File: config.mk
export PLATFORM = sky130hd
export DESIGN_NAME = crc5_rx_check
export DESIGN_NICKNAME = d
export VERILOG_FILES = /design/src/rtl/crc5_rx_check.sv
export SDC_FILE = /design/constraint.sdc
export NUM_CORES = 1
export LEC_CHECK = 0
export CORE_ASPECT_RATIO = 1.4
export CORE_MARGIN = 2
export CORE_UTILIZATION = 45
export DETAILED_ROUTE_END_ITERATION = 10
export PLACE_DENSITY = 0.68
export SLEW_MARGIN = 10
export SYNTH_ARGS = -nofsm -noshare
export SYNTH_HDL_FRONTEND = slang
export SYNTH_SLANG_ARGS = --single-unit
File: constraint.sdc
create_clock -name clk -period 5.24 [get_ports clk]
set_input_delay 0.524 -clock clk [delete_from_list [all_inputs] [get_ports clk]]
set_output_delay 0.524 -clock clk [all_outputs]
set_load 0.02 [all_outputs]
File: src/rtl/crc5_rx_check.sv
// Serial CRC-5 (x^5+x^2+1) frame checker: 8 data bits then 5 CRC bits, MSB first.
// Latency: done/results are registered on the edge that samples the 13th bit.
// Backpressure: none; rx_en=0 cycles stall reception with no state change.
module crc5_rx_check (
    input  logic       clk,
    input  logic       rst,
    input  logic       rx_bit,
    input  logic       rx_en,
    input  logic       sof,
    output logic [7:0] data_out,
    output logic [4:0] crc_rx,
    output logic       done,
    output logic       crc_ok,
    output logic       crc_err,
    output logic       busy,
    output logic [7:0] err_cnt
);

    typedef enum logic [1:0] {
        IDLE = 2'd0,
        DATA = 2'd1,
        CRC  = 2'd2
    } state_t;

    function automatic logic [4:0] crc_step(input logic [4:0] c, input logic b);
        logic fb;
        fb = c[4] ^ b;
        return {c[3], c[2], c[1] ^ fb, c[0], fb};
    endfunction

    state_t     state;
    logic [3:0] bit_cnt;
    logic [7:0] data_sh;
    logic [4:0] crc_calc;
    logic [3:0] crc_sh;
    logic [4:0] crc_last;
    logic       crc_match;

    // Received CRC including the bit being sampled this cycle.
    assign crc_last  = {crc_sh, rx_bit};
    assign crc_match = (crc_calc == crc_last);

    always_ff @(posedge clk or negedge rst) begin
        if (!rst) begin
            state    <= IDLE;
            bit_cnt  <= 4'd0;
            data_sh  <= 8'h00;
            crc_calc <= 5'h00;
            crc_sh   <= 4'h0;
            data_out <= 8'h00;
            crc_rx   <= 5'h00;
            done     <= 1'b0;
            crc_ok   <= 1'b0;
            crc_err  <= 1'b0;
            busy     <= 1'b0;
            err_cnt  <= 8'h00;
        end else begin
            done <= 1'b0;
            if (rx_en) begin
                if (sof) begin
                    // sof always (re)starts a frame, aborting any partial one.
                    state    <= DATA;
                    bit_cnt  <= 4'd1;
                    data_sh  <= {7'b0, rx_bit};
                    crc_calc <= crc_step(5'h00, rx_bit);
                    crc_sh   <= 4'h0;
                    busy     <= 1'b1;
                end else begin
                    case (state)
                        DATA: begin
                            data_sh  <= {data_sh[6:0], rx_bit};
                            crc_calc <= crc_step(crc_calc, rx_bit);
                            bit_cnt  <= bit_cnt + 4'd1;
                            if (bit_cnt == 4'd7)
                                state <= CRC;
                        end
                        CRC: begin
                            crc_sh  <= crc_last[3:0];
                            bit_cnt <= bit_cnt + 4'd1;
                            if (bit_cnt == 4'd12) begin
                                state    <= IDLE;
                                bit_cnt  <= 4'd0;
                                busy     <= 1'b0;
                                done     <= 1'b1;
                                data_out <= data_sh;
                                crc_rx   <= crc_last;
                                crc_ok   <= crc_match;
                                crc_err  <= !crc_match;
                                if (!crc_match && err_cnt != 8'hFF)
                                    err_cnt <= err_cnt + 8'd1;
                            end
                        end
                        default: ;
                    endcase
                end
            end
        end
    end

endmodule

==> impl_metrics.csv <==
group,metric,value,unit
outcome,status,"finished, final reports clean",
yosys,synth_mux_area_share,2.26,%
yosys,yosys_warnings,0,
timing,setup_viol_count_final,0,
timing,finalClockSkew,8.34,ps
setup_path,critPathMaxStageDelay,770,ps
routing,vias_per_cell,5.23,
timing,fin_crit_sh,54.4,%
yosys,netlist_area,2100,um2
setup_path,r2r_slack,2900,ps
setup_path,cp-start-kind,"primary input",
routing,routed_wl,3720,um
layout,final_util,56.7,%
routing,drt_iter0_drc,86,
clock_network,cts_buffer_depth,2,
power_and_ir_drop,p_leak,1.19,nW
setup_path,r2r_end,"err_cnt[1]",
clock_network,postCtsHoldBufs,0,
layout,antenna_cells,0,
die,rows,29,
layout,n_fill_cell,414,
placed_design,post_dp_cell_area,2440,um2
min_path,hold_class,"primary input to async pin",
setup_path,rr_worst_depth,5,
routing,ant_nets,0,
placed_design,dp_hpwl,2530,um
global_routing,grt_overflow,0,
routing,via_count,1500,
setup_path,worstPathRequired,5420,ps
yosys,synth.distinct_cells,35,
placed_design,place.port_buffers,29,
clock_network,clk_pin_slew,90,ps
global_routing,antenna_found_initial,0,
clock_network,cts_tree,"done",
yosys,syn-mean-instance-area,10.8,um2
timing,relSlewSlack,31.4,%
global_routing,grt_pass1_vias,1462,
clock_network,cts_setup_buffers,0,
power_and_ir_drop,max-vdd-ir-drop,0.222,mV
global_routing,grt_usage,16.3,%
timing,period_needed,2850,ps
clock_network,cts_root_buf,"clkbuf_8",
timing,tns,0,ps
layout,nNetsFinal,232,
layout,final_cell_mix,"dfrtp_1, nand2_1, clkdlybuf4s50_1, a22o_1",
setup_path,endpoint_kind,"register",
clock_network,numCtsBuffers,5,
yosys,synth-seq-cells,48,
yosys,ys_top_cells_by_area,"dfrtp_1, nand2_1, a22o_1",
setup_path,worstPathArrival,3040,ps
layout,layout_commonest_cell,"dfrtp_1",
timing,grt_setup_unrepaired,"false",
die,core_area,4500,um2
yosys,synth_compound_area_share,14.0,%
routing,dr.pass1.iters,4,
timing,fmax,351,MHz
power_and_ir_drop,total_power,0.866,mW
layout,fin_area,2550,um2
clock_network,cts_num_sinks,48,
yosys,synth-seq-area-share,57.1,%
setup_path,r2r_start,"state[0]",
setup_path,startpoint,"rx_en",
yosys,synth_xor_area_share,6.25,%
yosys,synth_fp_nets,202,
layout,syn_to_final_growth,21.4,%
yosys,synth_top_family_by_area,"simple AND/OR/NAND/NOR gates",
timing,worstMarginPinSlew,1030,ps
yosys,synth_fa_ha_area_share,1.78,%
die,die_w,61.8,um
setup_path,worst_path_max_delay_cell,"clkdlybuf4s50_1",
yosys,synth_top_cell_area_share,57.1,%
setup_path,crit_type,"primary input to register",
setup_path,cp_cell_sequence,"clkdlybuf4s50_1, and4bb_2, nand4_2, a31oi_4, nand2_4, mux2_4",
clock_network,htreeDepth,2,
yosys,synth_top_area_cell,"dfrtp_1",
die,die_area,5240,um2
die,start_util,46.7,%
yosys,syn_inst,194,
yosys,yosys.area_share.simple,15.3,%
clock_network,insertion_delay,290,ps
global_routing,grt_max_degree,49,
timing,drv_slew,0,
global_routing,grt_first_pass_wirelength,6530,um
job,cap_violations,0,
power_and_ir_drop,power.density,339,nW/um2
die,fp.dieH,84.9,um
die,io-pin-count,30,
placed_design,gp_congestion,0.769,
timing,finalHoldViolCount,0,
clock_network,cts.repair.resized,0,
routing,route.detailed.wl_per_inst,13.0,um
routing,post-route-drc-count,0,
layout,drive_gt1_share,7.11,%
setup_path,path_max_fanout,21,
worst max-delay path, delay by kind of cell:
family,cells,cell delay [ps]
compound gates,1,520
simple gates,3,910
mux,1,300
buf+inv,1,770
state kept, by name, summed over array words and instances, names as in the netlist:
name and flops:
bit_cnt 4, busy 1, crc_err 1, crc_ok 1
crc_calc 5, data_sh 8, done 1, err_cnt 8
data_out 8, crc_rx 5, state 2, crc_sh 4
cell type report:
| type | instances | area (um2) | share of cell area (%) |
|---|---|---|---|
| well taps | 62 | 77.6 | 3.04 |
| multi-input cells | 128 | 832 | 32.6 |
| clock buffers | 6 | 72.6 | 2.84 |
| clock inverters | 2 | 35.0 | 1.37 |
| inverters | 11 | 41.3 | 1.62 |
| flip-flops and latches | 48 | 1200 | 47.1 |
| repair buffers | 30 | 293 | 11.5 |
cells by family (layout without fill, tap and decap cells):
family,after synthesis,count (layout)
buffers and inverters,18,49
adder cells (fa/ha/maj),3,3
AO/OA/AOI/OAI,40,40
AND/OR/NAND/NOR,66,66
flip-flops,48,48
multiplexers,4,4
XOR/XNOR,15,15
cell usage after synthesis:
library cell and number:
a31oi_1 3, a22oi_1 4, nand2_4 1, o21a_1 2, nor2_1 8, a22o_1 12, mux2i_1 1, ha_1 3
o31a_1 1, dfrtp_1 48, clkbuf_1 5, nor4bb_1 1, and4bb_2 1, o21ai_1 1, o21ai_0 8, and2_1 2
nand2_1 33, nor2b_1 3, xnor2_1 10, nand4_1 3, o22ai_1 6, a31oi_4 1, inv_1 10, nor3_1 1
clkinv_1 1, nand4_2 1, nand3_1 7, and3_1 4, mux2_4 1, a21o_1 1, mux2_2 2, a21oi_1 1
nand2b_1 1, xor2_1 5, buf_2 2
routing by layer:
layer	track usage (%)	wire length [um]
met5	0	0
met1	21.2	1680
met3	3.20	128
met4	7.54	71
met2	25.6	1850
report_power, final:
group          leakage, nW  internal [mW]  total [mW]  switching (mW)
sequential           0.633          0.413       0.463          0.0499
combinational        0.503         0.0684       0.144          0.0752
clock               0.0552          0.142       0.260           0.118
total                 1.19          0.623       0.866           0.243
how the worst max path moves through the flow:
stage,depth (start not counted),endpoint
after global routing,6,err_cnt[1]
final,6,err_cnt[1]
after global placement,6,err_cnt[1]
after detailed placement,6,err_cnt[1]
after floorplan,6,err_cnt[1]
after CTS,6,err_cnt[1]
stage by stage:
| step | setup slack [ps] | hold WS [ps] | std cells |
|---|---|---|---|
| finish | 2390 | 402 | 287 |
| floorplan | 3430 | 228 | 194 |
| detailed placement | 2030 | 462 | 279 |
| global route | 2180 | 495 | 287 |
| CTS | 2350 | 439 | 287 |
| global placement | 2080 | 458 | 279 |
(Power assumes the default switching activity.)
